**src/rtl/ghpc_pkg.sv**
```systemverilog
// Shared types and constants for the GHPC AND scheduler slice.
// Build macro: GHPC_OUT_REG_EN adds an output register stage to the gadget.
package ghpc_pkg;

    typedef logic [1:0] share_t;

`ifdef GHPC_OUT_REG_EN
    localparam int GHPC_LAT = 3;
`else
    localparam int GHPC_LAT = 2;
`endif

    function automatic int id_width(input int n);
        return (n <= 2) ? 1 : $clog2(n);
    endfunction

endpackage

```
**src/rtl/ghpc_and_d1.sv**
```systemverilog
// First-order (2-share) GHPC masked AND gadget, fixed latency GHPC_LAT, no stall.
// Build macro: GHPC_OUT_REG_EN registers both result shares once more.
module ghpc_and_d1
    import ghpc_pkg::*;
(
    input  logic   clk,
    input  logic   rst,
    input  share_t a,
    input  share_t b,
    input  logic   r,
    output share_t d
);

    logic [3:0] t_s;
    logic [3:0] t_r;
    logic       a1_r;
    logic       b1_r;
    logic       r1_r;
    logic       d1_r;
    logic       r2_r;

    // Step1 terms: f(a0^x, b0^y)^r precomputed for every value {x,y} of the share-1 pair
    always_comb begin
        t_s    = 4'b0000;
        t_s[0] = ( a[0] &  b[0]) ^ r;
        t_s[1] = ( a[0] & ~b[0]) ^ r;
        t_s[2] = (~a[0] &  b[0]) ^ r;
        t_s[3] = (~a[0] & ~b[0]) ^ r;
    end

    // Step1 registers: precomputed terms, share-1 selectors and the mask
    always_ff @(posedge clk) begin
        if (rst) begin
            t_r  <= 4'b0000;
            a1_r <= 1'b0;
            b1_r <= 1'b0;
            r1_r <= 1'b0;
        end else begin
            t_r  <= t_s;
            a1_r <= a[1];
            b1_r <= b[1];
            r1_r <= r;
        end
    end

    // Step2 registers: share-1 values select the matching term, mask becomes d0
    always_ff @(posedge clk) begin
        if (rst) begin
            d1_r <= 1'b0;
            r2_r <= 1'b0;
        end else begin
            d1_r <= t_r[{a1_r, b1_r}];
            r2_r <= r1_r;
        end
    end

`ifdef GHPC_OUT_REG_EN
    logic d1_o_r;
    logic d0_o_r;

    // Optional output stage on both result shares
    always_ff @(posedge clk) begin
        if (rst) begin
            d1_o_r <= 1'b0;
            d0_o_r <= 1'b0;
        end else begin
            d1_o_r <= d1_r;
            d0_o_r <= r2_r;
        end
    end

    assign d = {d1_o_r, d0_o_r};
`else
    assign d = {d1_r, r2_r};
`endif

endmodule

```
**src/rtl/ghpc_and_scheduler.sv**
```systemverilog
// Round-robin scheduler sharing one GHPC AND gadget among N_REQ requesters.
// Build macro: GHPC_OUT_REG_EN (gadget latency 3 instead of 2).
module ghpc_and_scheduler
    import ghpc_pkg::*;
#(
    parameter int  N_REQ      = 4,
    parameter int  FIFO_DEPTH = 4,
    localparam int ID_W       = id_width(N_REQ)
) (
    input  logic                 clk,
    input  logic                 rst,
    input  logic [N_REQ-1:0]     req_valid,
    output logic [N_REQ-1:0]     req_ready,
    input  logic [2*N_REQ-1:0]   req_a,
    input  logic [2*N_REQ-1:0]   req_b,
    input  logic                 rnd_valid,
    input  logic                 rnd_bit,
    output logic                 rnd_ready,
    output logic                 res_valid,
    input  logic                 res_ready,
    output logic [1:0]           res_d,
    output logic [ID_W-1:0]      res_id,
    output logic                 busy
);

    localparam int CNT_W = $clog2(FIFO_DEPTH + 1);
    localparam int PTR_W = (FIFO_DEPTH > 1) ? $clog2(FIFO_DEPTH) : 1;

    logic [ID_W-1:0]  rr_ptr_r;
    logic [ID_W-1:0]  grant_s;
    logic [ID_W-1:0]  grant_next_s;
    logic [ID_W:0]    cand_s;
    logic             any_req_s;
    logic [CNT_W:0]   occ_s;
    logic             credit_s;
    logic             issue_s;
    logic [N_REQ-1:0] req_ready_s;

    share_t           gad_a_s;
    share_t           gad_b_s;
    logic             gad_r_s;
    share_t           gad_d_s;

    logic [GHPC_LAT-1:0] sr_valid_r;
    logic [ID_W-1:0]     sr_id_r [GHPC_LAT];

    logic [CNT_W-1:0] in_flight_r;
    logic [CNT_W-1:0] fifo_count_r;
    logic [PTR_W-1:0] wr_ptr_r;
    logic [PTR_W-1:0] rd_ptr_r;
    share_t           mem_d_r  [FIFO_DEPTH];
    logic [ID_W-1:0]  mem_id_r [FIFO_DEPTH];
    logic             push_s;
    logic             pop_s;

    // Cyclic search for the first requester at or after rr_ptr
    always_comb begin
        grant_s   = '0;
        any_req_s = 1'b0;
        cand_s    = '0;
        for (int i = 0; i < N_REQ; i++) begin
            cand_s = {1'b0, rr_ptr_r} + (ID_W+1)'(i);
            if (cand_s >= (ID_W+1)'(N_REQ)) begin
                cand_s = cand_s - (ID_W+1)'(N_REQ);
            end else begin
                cand_s = cand_s;
            end
            if (!any_req_s && req_valid[cand_s[ID_W-1:0]]) begin
                any_req_s = 1'b1;
                grant_s   = cand_s[ID_W-1:0];
            end else begin
                any_req_s = any_req_s;
            end
        end
    end

    // Credits cover both in-flight and buffered results, so the FIFO never overflows
    assign occ_s    = {1'b0, in_flight_r} + {1'b0, fifo_count_r};
    assign credit_s = (occ_s < (CNT_W+1)'(FIFO_DEPTH));
    assign issue_s  = any_req_s && rnd_valid && credit_s;

    // Handshakes, pointer increment and the gadget operand mux (zeros when idle)
    always_comb begin
        req_ready_s = '0;
        for (int i = 0; i < N_REQ; i++) begin
            req_ready_s[i] = issue_s && (grant_s == ID_W'(i));
        end
        if (grant_s == ID_W'(N_REQ - 1)) begin
            grant_next_s = '0;
        end else begin
            grant_next_s = grant_s + ID_W'(1);
        end
        if (issue_s) begin
            gad_a_s = req_a[{grant_s, 1'b0} +: 2];
            gad_b_s = req_b[{grant_s, 1'b0} +: 2];
            gad_r_s = rnd_bit;
        end else begin
            gad_a_s = 2'b00;
            gad_b_s = 2'b00;
            gad_r_s = 1'b0;
        end
    end

    assign req_ready = req_ready_s;
    assign rnd_ready = issue_s;

    // Round-robin pointer
    always_ff @(posedge clk) begin
        if (rst) begin
            rr_ptr_r <= '0;
        end else if (issue_s) begin
            rr_ptr_r <= grant_next_s;
        end else begin
            rr_ptr_r <= rr_ptr_r;
        end
    end

    ghpc_and_d1 u_gadget (
        .clk (clk),
        .rst (rst),
        .a   (gad_a_s),
        .b   (gad_b_s),
        .r   (gad_r_s),
        .d   (gad_d_s)
    );

    // id/valid shift register matching the gadget latency
    always_ff @(posedge clk) begin
        if (rst) begin
            sr_valid_r <= '0;
            for (int i = 0; i < GHPC_LAT; i++) begin
                sr_id_r[i] <= '0;
            end
        end else begin
            sr_valid_r <= {sr_valid_r[GHPC_LAT-2:0], issue_s};
            sr_id_r[0] <= grant_s;
            for (int i = 1; i < GHPC_LAT; i++) begin
                sr_id_r[i] <= sr_id_r[i-1];
            end
        end
    end

    assign push_s = sr_valid_r[GHPC_LAT-1];
    assign pop_s  = res_valid && res_ready;

    // In-flight credit counter
    always_ff @(posedge clk) begin
        if (rst) begin
            in_flight_r <= '0;
        end else begin
            case ({issue_s, push_s})
                2'b10:   in_flight_r <= in_flight_r + CNT_W'(1);
                2'b01:   in_flight_r <= in_flight_r - CNT_W'(1);
                default: in_flight_r <= in_flight_r;
            endcase
        end
    end

    // Result FIFO storage, pointers and occupancy
    always_ff @(posedge clk) begin
        if (rst) begin
            wr_ptr_r     <= '0;
            rd_ptr_r     <= '0;
            fifo_count_r <= '0;
            for (int i = 0; i < FIFO_DEPTH; i++) begin
                mem_d_r[i]  <= 2'b00;
                mem_id_r[i] <= '0;
            end
        end else begin
            if (push_s) begin
                mem_d_r[wr_ptr_r]  <= gad_d_s;
                mem_id_r[wr_ptr_r] <= sr_id_r[GHPC_LAT-1];
                wr_ptr_r <= (wr_ptr_r == PTR_W'(FIFO_DEPTH - 1)) ? '0 : wr_ptr_r + PTR_W'(1);
            end else begin
                wr_ptr_r <= wr_ptr_r;
            end
            if (pop_s) begin
                rd_ptr_r <= (rd_ptr_r == PTR_W'(FIFO_DEPTH - 1)) ? '0 : rd_ptr_r + PTR_W'(1);
            end else begin
                rd_ptr_r <= rd_ptr_r;
            end
            case ({push_s, pop_s})
                2'b10:   fifo_count_r <= fifo_count_r + CNT_W'(1);
                2'b01:   fifo_count_r <= fifo_count_r - CNT_W'(1);
                default: fifo_count_r <= fifo_count_r;
            endcase
        end
    end

    assign res_valid = (fifo_count_r != '0);
    assign res_d     = mem_d_r[rd_ptr_r];
    assign res_id    = mem_id_r[rd_ptr_r];
    assign busy      = (in_flight_r != '0) || (fifo_count_r != '0);

endmodule

```
**config.mk**
```make
export PLATFORM = sky130hd
export DESIGN_NAME = ghpc_and_scheduler
export DESIGN_NICKNAME = d
export VERILOG_FILES = /design/src/rtl/ghpc_pkg.sv /design/src/rtl/ghpc_and_d1.sv /design/src/rtl/ghpc_and_scheduler.sv
export SDC_FILE = /design/constraint.sdc
export NUM_CORES = 1
export LEC_CHECK = 0
export BUFFER_PORTS_ARGS = -buffer_cell sky130_fd_sc_hd__buf_2
export CORE_MARGIN = 2
export CORE_UTILIZATION = 45
export CTS_CLUSTER_SIZE = 16
export DETAILED_ROUTE_END_ITERATION = 16
export PLACE_DENSITY = 0.74
export SETUP_SLACK_MARGIN = 0.5
export SYNTH_ARGS = -nofsm -noshare
export SYNTH_HDL_FRONTEND = slang
export SYNTH_SLANG_ARGS = --single-unit
```
**constraint.sdc**
```tcl
create_clock -name clk -period 3.4 [get_ports clk]
set_input_delay 0.17 -clock clk [delete_from_list [all_inputs] [get_ports clk]]
set_output_delay 0.17 -clock clk [all_outputs]
set_load 0.03 [all_outputs]
```
# --- After elaboration in Yosys (flattened, before gate mapping) ---
# Memory sizes are Yosys's and may differ from the RTL's. A register that Yosys moved wholly into a read port is not among the register bits.
# Index checks and enable logic that the tools add are counted.
classes:
  n_bitwise: 13
  n_div: 0
  multipliers: 0
  muxes: 48
  n_eq_ne: 9
  n_lt_le_gt_ge: 10
  n_shift: 2
  n_addsub: 15
  reduce_logical: 22
ops:
  columns: ["op", "n"]
  rows:
  - ["$mux W2", 21]
  - ["$mux W1", 20]
  - ["$shiftx A8 B4 Y2", 2]
  - ["$lt A2 B3 Y1 const B", 5]
  - ["$eq A2 B2 Y1 const B", 6]
  - ["$pmux W3 S2", 2]
  - ["$bmux W1 S2", 5]
  - ["$logic_and A1 B1 Y1", 10]
  - ["$ge A3 B3 Y1 const B", 3]
  - ["$sub A2 B1 Y2 const B", 4]
  - ["$add A2 B1 Y2 const B", 3]
  - ["$add A2 B2 Y3 const B", 2]
  - ["$add A3 B1 Y3 const B", 2]
  - ["$eq A2 B1 Y1 const B", 3]
  - ["$reduce_bool A3 Y1", 2]
  - ["$reduce_or A2 Y1", 3]
  - ["$sub A3 B1 Y3 const B", 2]
  - ["$add A3 B3 Y4", 1]
  - ["$and A1 B1 Y1", 4]
  - ["$lt A4 B3 Y1 const B", 1]
  - ["$reduce_bool A2 Y1", 2]
  - ["$xor A1 B1 Y1", 4]
  - ["$add A2 B1 Y3 const B", 1]
  - ["$ge A2 B3 Y1 const B", 1]
  - ["other kinds (5)", 10]
totals:
  latch_bits: 0
  n_memories: 3
  rom_bits: 0
  ram_bits: 20
  out_inout_bits: 11
  wordCells: 134
  ff_bits: 23
mem_list:
  columns: ["memory", "depth", "width", "rd", "rd_ports_with_merged_regs", "write_ports", "line_no", "rtl"]
  rows:
  - ["mem_d_r", 4, 2, 1, 1, 4, "ghpc_and_scheduler.sv:51", "share_t mem_d_r [FIFO_DEPTH];"]
  - ["mem_id_r", 4, 2, 1, 1, 4, "ghpc_and_scheduler.sv:52", "logic [ID_W-1:0] mem_id_r [FIFO_DEPTH];"]
  - ["sr_id_r", 2, 2, 2, 0, 2, "ghpc_and_scheduler.sv:45", "logic [ID_W-1:0] sr_id_r [GHPC_LAT];"]

# --- Depth between registers and ports, before layout ---
logic_depth:
  ltp_word: 20
  depth_mapped: 9

# --- Cells and area by module ---
# Synthesis repeated with hierarchy kept, for this count alone.
hier_totals:
  cells_unflattened: 193
  area_unflattened_um2: 2212.1
by_module_without_submodules:
  columns: ["mod", "instances", "seq_area_each_um2", "cells_per_inst", "area_per_inst_um2"]
  rows:
  - ["ghpc_and_scheduler", 1, 880.8, 163, 1880.6]
  - ["ghpc_and_d1", 1, 180.2, 30, 331.6]

# --- Least setup slack after synthesis ---
# Ideal clock, no wire load.
synth_timing:
  path_type: "register -> register"
  from: "register in_flight_r[2]"
  to: "register in_flight_r[2]"
  t_arrival_ps: 2540
  setup_slack_ps: 790
  stages_incl_launch_ff: 10
  synth_period_minus_slack_ps: 2610
  setup_ps: 70
  path_cell_list: "dfxtp_1 > ha_1 > or4b_1 > a31oi_1 > o41ai_1 > ha_1 > fa_1 > xnor2_1 > or3_1 > a21oi_1"
synth_between:
  elab_chain_cells: 5
synth_rtl:
  columns: ["element", "line_no", "rtl"]
  rows:
  - ["from (decl)", "ghpc_and_scheduler.sv:47", "logic [CNT_W-1:0] in_flight_r;"]
  - ["from (signal assigned)", "ghpc_and_scheduler.sv:152", "2'b10: in_flight_r <= in_flight_r + CNT_W'(1);"]
  - ["from (signal assigned)", "ghpc_and_scheduler.sv:153", "2'b01: in_flight_r <= in_flight_r - CNT_W'(1);"]
  - ["from (signal assigned)", "ghpc_and_scheduler.sv:154", "default: in_flight_r <= in_flight_r;"]
  - ["$add A3 B3 Y4", "ghpc_and_scheduler.sv:78", "assign occ_s = {1'b0, in_flight_r} + {1'b0, fifo_count_r};"]
  - ["$lt A4 B3 Y1", "ghpc_and_scheduler.sv:79", "assign credit_s = (occ_s < (CNT_W+1)'(FIFO_DEPTH));"]
  - ["$logic_and A1 B1 Y1", "ghpc_and_scheduler.sv:80", "assign issue_s = any_req_s && rnd_valid && credit_s;"]
  - ["$eq A2 B1 Y1 or $eq A2 B2 Y1 (tied branches)", "ghpc_and_scheduler.sv:151", "case ({issue_s, push_s})"]
  - ["$pmux W3 S2 or $reduce_bool A2 Y1 (tied branches)", null, null]
# Several ways; a longest one is shown, not always the timed one.
# A chain may end at the register's enable or synchronous reset.

# --- Final worst setup path ---
# Same ends and word-level chain as after synthesis.

==> results.py <==
metrics = {
    "timing": {
        "achievable-frequency_ghz": 0.3588,
        "fin_crit_ps": 2787,
        "post-route-period-util": 0.8196,
        "fin_tns_setup_ps": 0,
        "number_of_endpoints_failing_setup_at_the_final_stage": 0,
        "finalMaxSlewViolations": 0,
        "maxSlewHeadroom": 0.5803,
        "rsz0062_at_grt": "false",
        "skew_ps": 9.330,
        "hold_viol_final": 0,
        "tightestPinTransition_ps": 626.2,
    },
    "grt": {
        "globalRoute.totalOverflow": 0,
        "largest_net_degree_at_the_start_of_global_routing": 28,
        "global_route_wire_length_before_repair_um": 5699,
        "grtUsageTotal": 0.1405,
        "grt_pass1_vias": 1303,
        "gr-max-usage-layer": "met2",
        "grt_util_met2": 0.2282,
        "grt_antenna_before_repair": 0,
        "use_met3": 0.03591,
        "grtUsageMet1": 0.1708,
    },
    "power": {
        "p_leak_nw": 1.066,
        "power_per_cell_area_nw_per_um2": 580.3,
        "vdd_drop_max_uv": 227.4,
        "power.total_w": 0.001434,
    },
    "worst_setup_path": {
        "criticalPathCategory": "flip-flop to flip-flop",
        "critical-path-top-cell-by-count": "ha_1",
        "critical_path.max_fanout": 5,
        "crit_path_max_incr_delay_ps": 480,
        "cp_slowest_cell": "or4b_1",
        "critPathRequiredTime_ps": 3630,
        "timing.critical_path.to_type": "flip-flop",
        "worst-endpoint-arrival_ps": 3020,
        "crit_path_start_kind": "flip-flop",
        "chain_of_cells_forming_the_critical_path": "ha_1 > or4b_1 > a31oi_2 > o41ai_2 > ha_1 > fa_1 > xnor2_1 > or3_1 > a21oi_1",
    },
    "final_layout": {
        "layout.nets": 268,
        "antenna_cells_inserted": 0,
        "drive_gt1_frac": 0.2629,
        "mostFrequentLayoutCell": "buf_2",
        "most-common-layout-cells": "buf_2, dfxtp_1, and2_1",
        "area.growth.synth_to_final_pct": 14.89,
    },
    "clocking": {
        "holdBufCountCts": 0,
        "cts_tree": "built",
        "clkSinkCount": 45,
        "ctsLongestPathBuffers": 2,
        "cts-htree-levels": 2,
        "clk_pin_slew_ps": 80,
        "clk_latency_ps": 300,
        "clk_root_buffer_cell": "clkbuf_8",
        "tritoncts.num_buffers": 5,
    },
    "status": {
        "status": "complete, no violations",
    },
    "detailed_routing": {
        "drt_first_pass_iters": 4,
        "ant_nets": 0,
        "drc": 0,
        "detail_route.vias_per_cell": 5.077,
        "dr_total_vias": 1452,
        "routed_wire_length_per_instance_um": 12.12,
        "drtIter0Drc": 47,
        "route.final.wire_length_um": 3467,
    },
    "placed_design": {
        "globalplace.congestion": 0.7537,
        "dpl.hpwl_um": 2563,
        "portBuffers": 35,
    },
    "yosys": {
        "synth_area_per_cell_um2": 11.09,
        "syn_inst": 194,
        "synth_nets": 231,
        "netlist_area_um2": 2151,
        "ys_ff_latch": 45,
        "synthDistinctLibCells": 41,
        "synth-warning-count": 0,
        "synth_top_flop_cell": "dfxtp_1",
        "synth.yosys.seq_area_share": 0.4933,
        "synth_async_sr_flop_share": 0,
        "post_synth_edffs": 16,
    },
    "floorplanning": {
        "initial_core_util": 0.4615,
        "core_um2": 4661,
        "fp_rows": 25,
        "die-width_um": 73.14,
        "vertical_die_dimension_um": 73.14,
        "floorplan.io_pins": 36,
        "design.die.area_um2": 5349,
    },
    "worst_hold_path": {
        "hp-class": "input port to flip-flop",
    },
    "job": {
        "cap_viol_max_count": 0,
    },
}
==> per-stage QoR <==
stage / instance area, µm² / setup slack (ps) / utilization / hold WS, ps / instances
finish: 2471 / 613.2 / 0.5302 / 135.8 / 286
floorplan: 2151 / 790.4 / - / 326.9 / 194
detailed placement: 2364 / 582.1 / 0.5071 / 423.1 / 278
global placement: 2364 / 649.7 / 0.5071 / 417.4 / 278
global route: 2471 / 482.8 / 0.5302 / 139.3 / 286
CTS: 2457 / 523.4 / 0.5272 / 129.2 / 286
==> cell type report <==
cell class                      instances  area [µm²]
Clock buffer                            5       68.82
Tap cell                               54       67.56
Timing Repair Buffer                   35       175.2
Sequential cell                        45        1061
Multi-Input combinational cell        134        1036
Fill cell                             400        2190
Clock inverter                          3       25.02
Inverter                               10       37.54
==> report_power, final <==
part           total (W)  switching (W)  internal, W
registers       0.000668      0.0000527     0.000615
clock network   0.000337       0.000189     0.000148
logic           0.000429       0.000252     0.000177
total            0.00143       0.000494     0.000940
==> worst max-delay path, delay by kind of cell (launching register included) <==
kind,cells,cell delay (ps)
AOI/OAI and AO/OA,3,520
xor gates and xnor gates,1,140
adders and majority gates,3,940
DFF,1,340
and+or+nand+nor,2,780
==> state kept, by name, indices dropped and copies added (netlist names), 2 cells and up, named ones only <==
register,count
mem_d_r,8
mem_id_r,8
sr_id_r,4
u_gadget.t_r,4
fifo_count_r,3
in_flight_r,3
rd_ptr_r,2
rr_ptr_r,2
sr_valid_r,2
wr_ptr_r,2
==> cell families (layout without fill, tap and decap cells) <==
family | Yosys count | in the layout | synth area share
AOI/OAI and AO/OA | 26 | 26 | 0.07970
DFF | 45 | 45 | 0.4933
and+or+nand+nor | 77 | 77 | 0.2007
adders and majority gates | 12 | 12 | 0.07679
xor gates and xnor gates | 4 | 4 | 0.01629
muxes | 15 | 15 | 0.1018
buffers and inverters | 15 | 53 | 0.03141
==> synth_stat cells (4+ instances only) <==
cell type	n	area share
or3_1	4	0.012
ha_1	10	0.058
nand2_1	13	0.023
clkbuf_1	4	0.0070
dfxtp_1	29	0.27
nor2b_1	6	0.017
nor2_1	12	0.021
a21oi_1	10	0.023
edfxtp_1	16	0.22
mux4_2	5	0.052
inv_1	10	0.017
nor3_1	5	0.012
mux2i_1	8	0.037
and2_1	21	0.061
==> what timing repair did <==
action	4_1_cts	5_1_grt
gates resized for setup	0	2
endpoints found under the setup margin	0	1
buffers inserted	0	0
==> worst paths after layout <==
kind	slack, ps	to	from	depth (start not counted)
worst min-delay path	140	u_gadget.b1_r$_SDFF_PP0_	req_b[1]	3
worst max-delay path	610	in_flight_r[2]$_SDFFE_PP0P_	in_flight_r[2]$_SDFFE_PP0P_	9
worst max register to register	610	in_flight_r[2]$_SDFFE_PP0P_	in_flight_r[2]$_SDFFE_PP0P_	9
worst min register to register	430	u_gadget.r2_r$_SDFF_PP0_	u_gadget.r1_r$_SDFF_PP0_	1
==> layer usage <==
layer  vias up  share of wire
li1        755              -
met1       653           0.47
met2        37           0.47
met3         7          0.045
met4         0          0.022
met5         -              0
No activity file was read; power rests on OpenSTA's default activity.
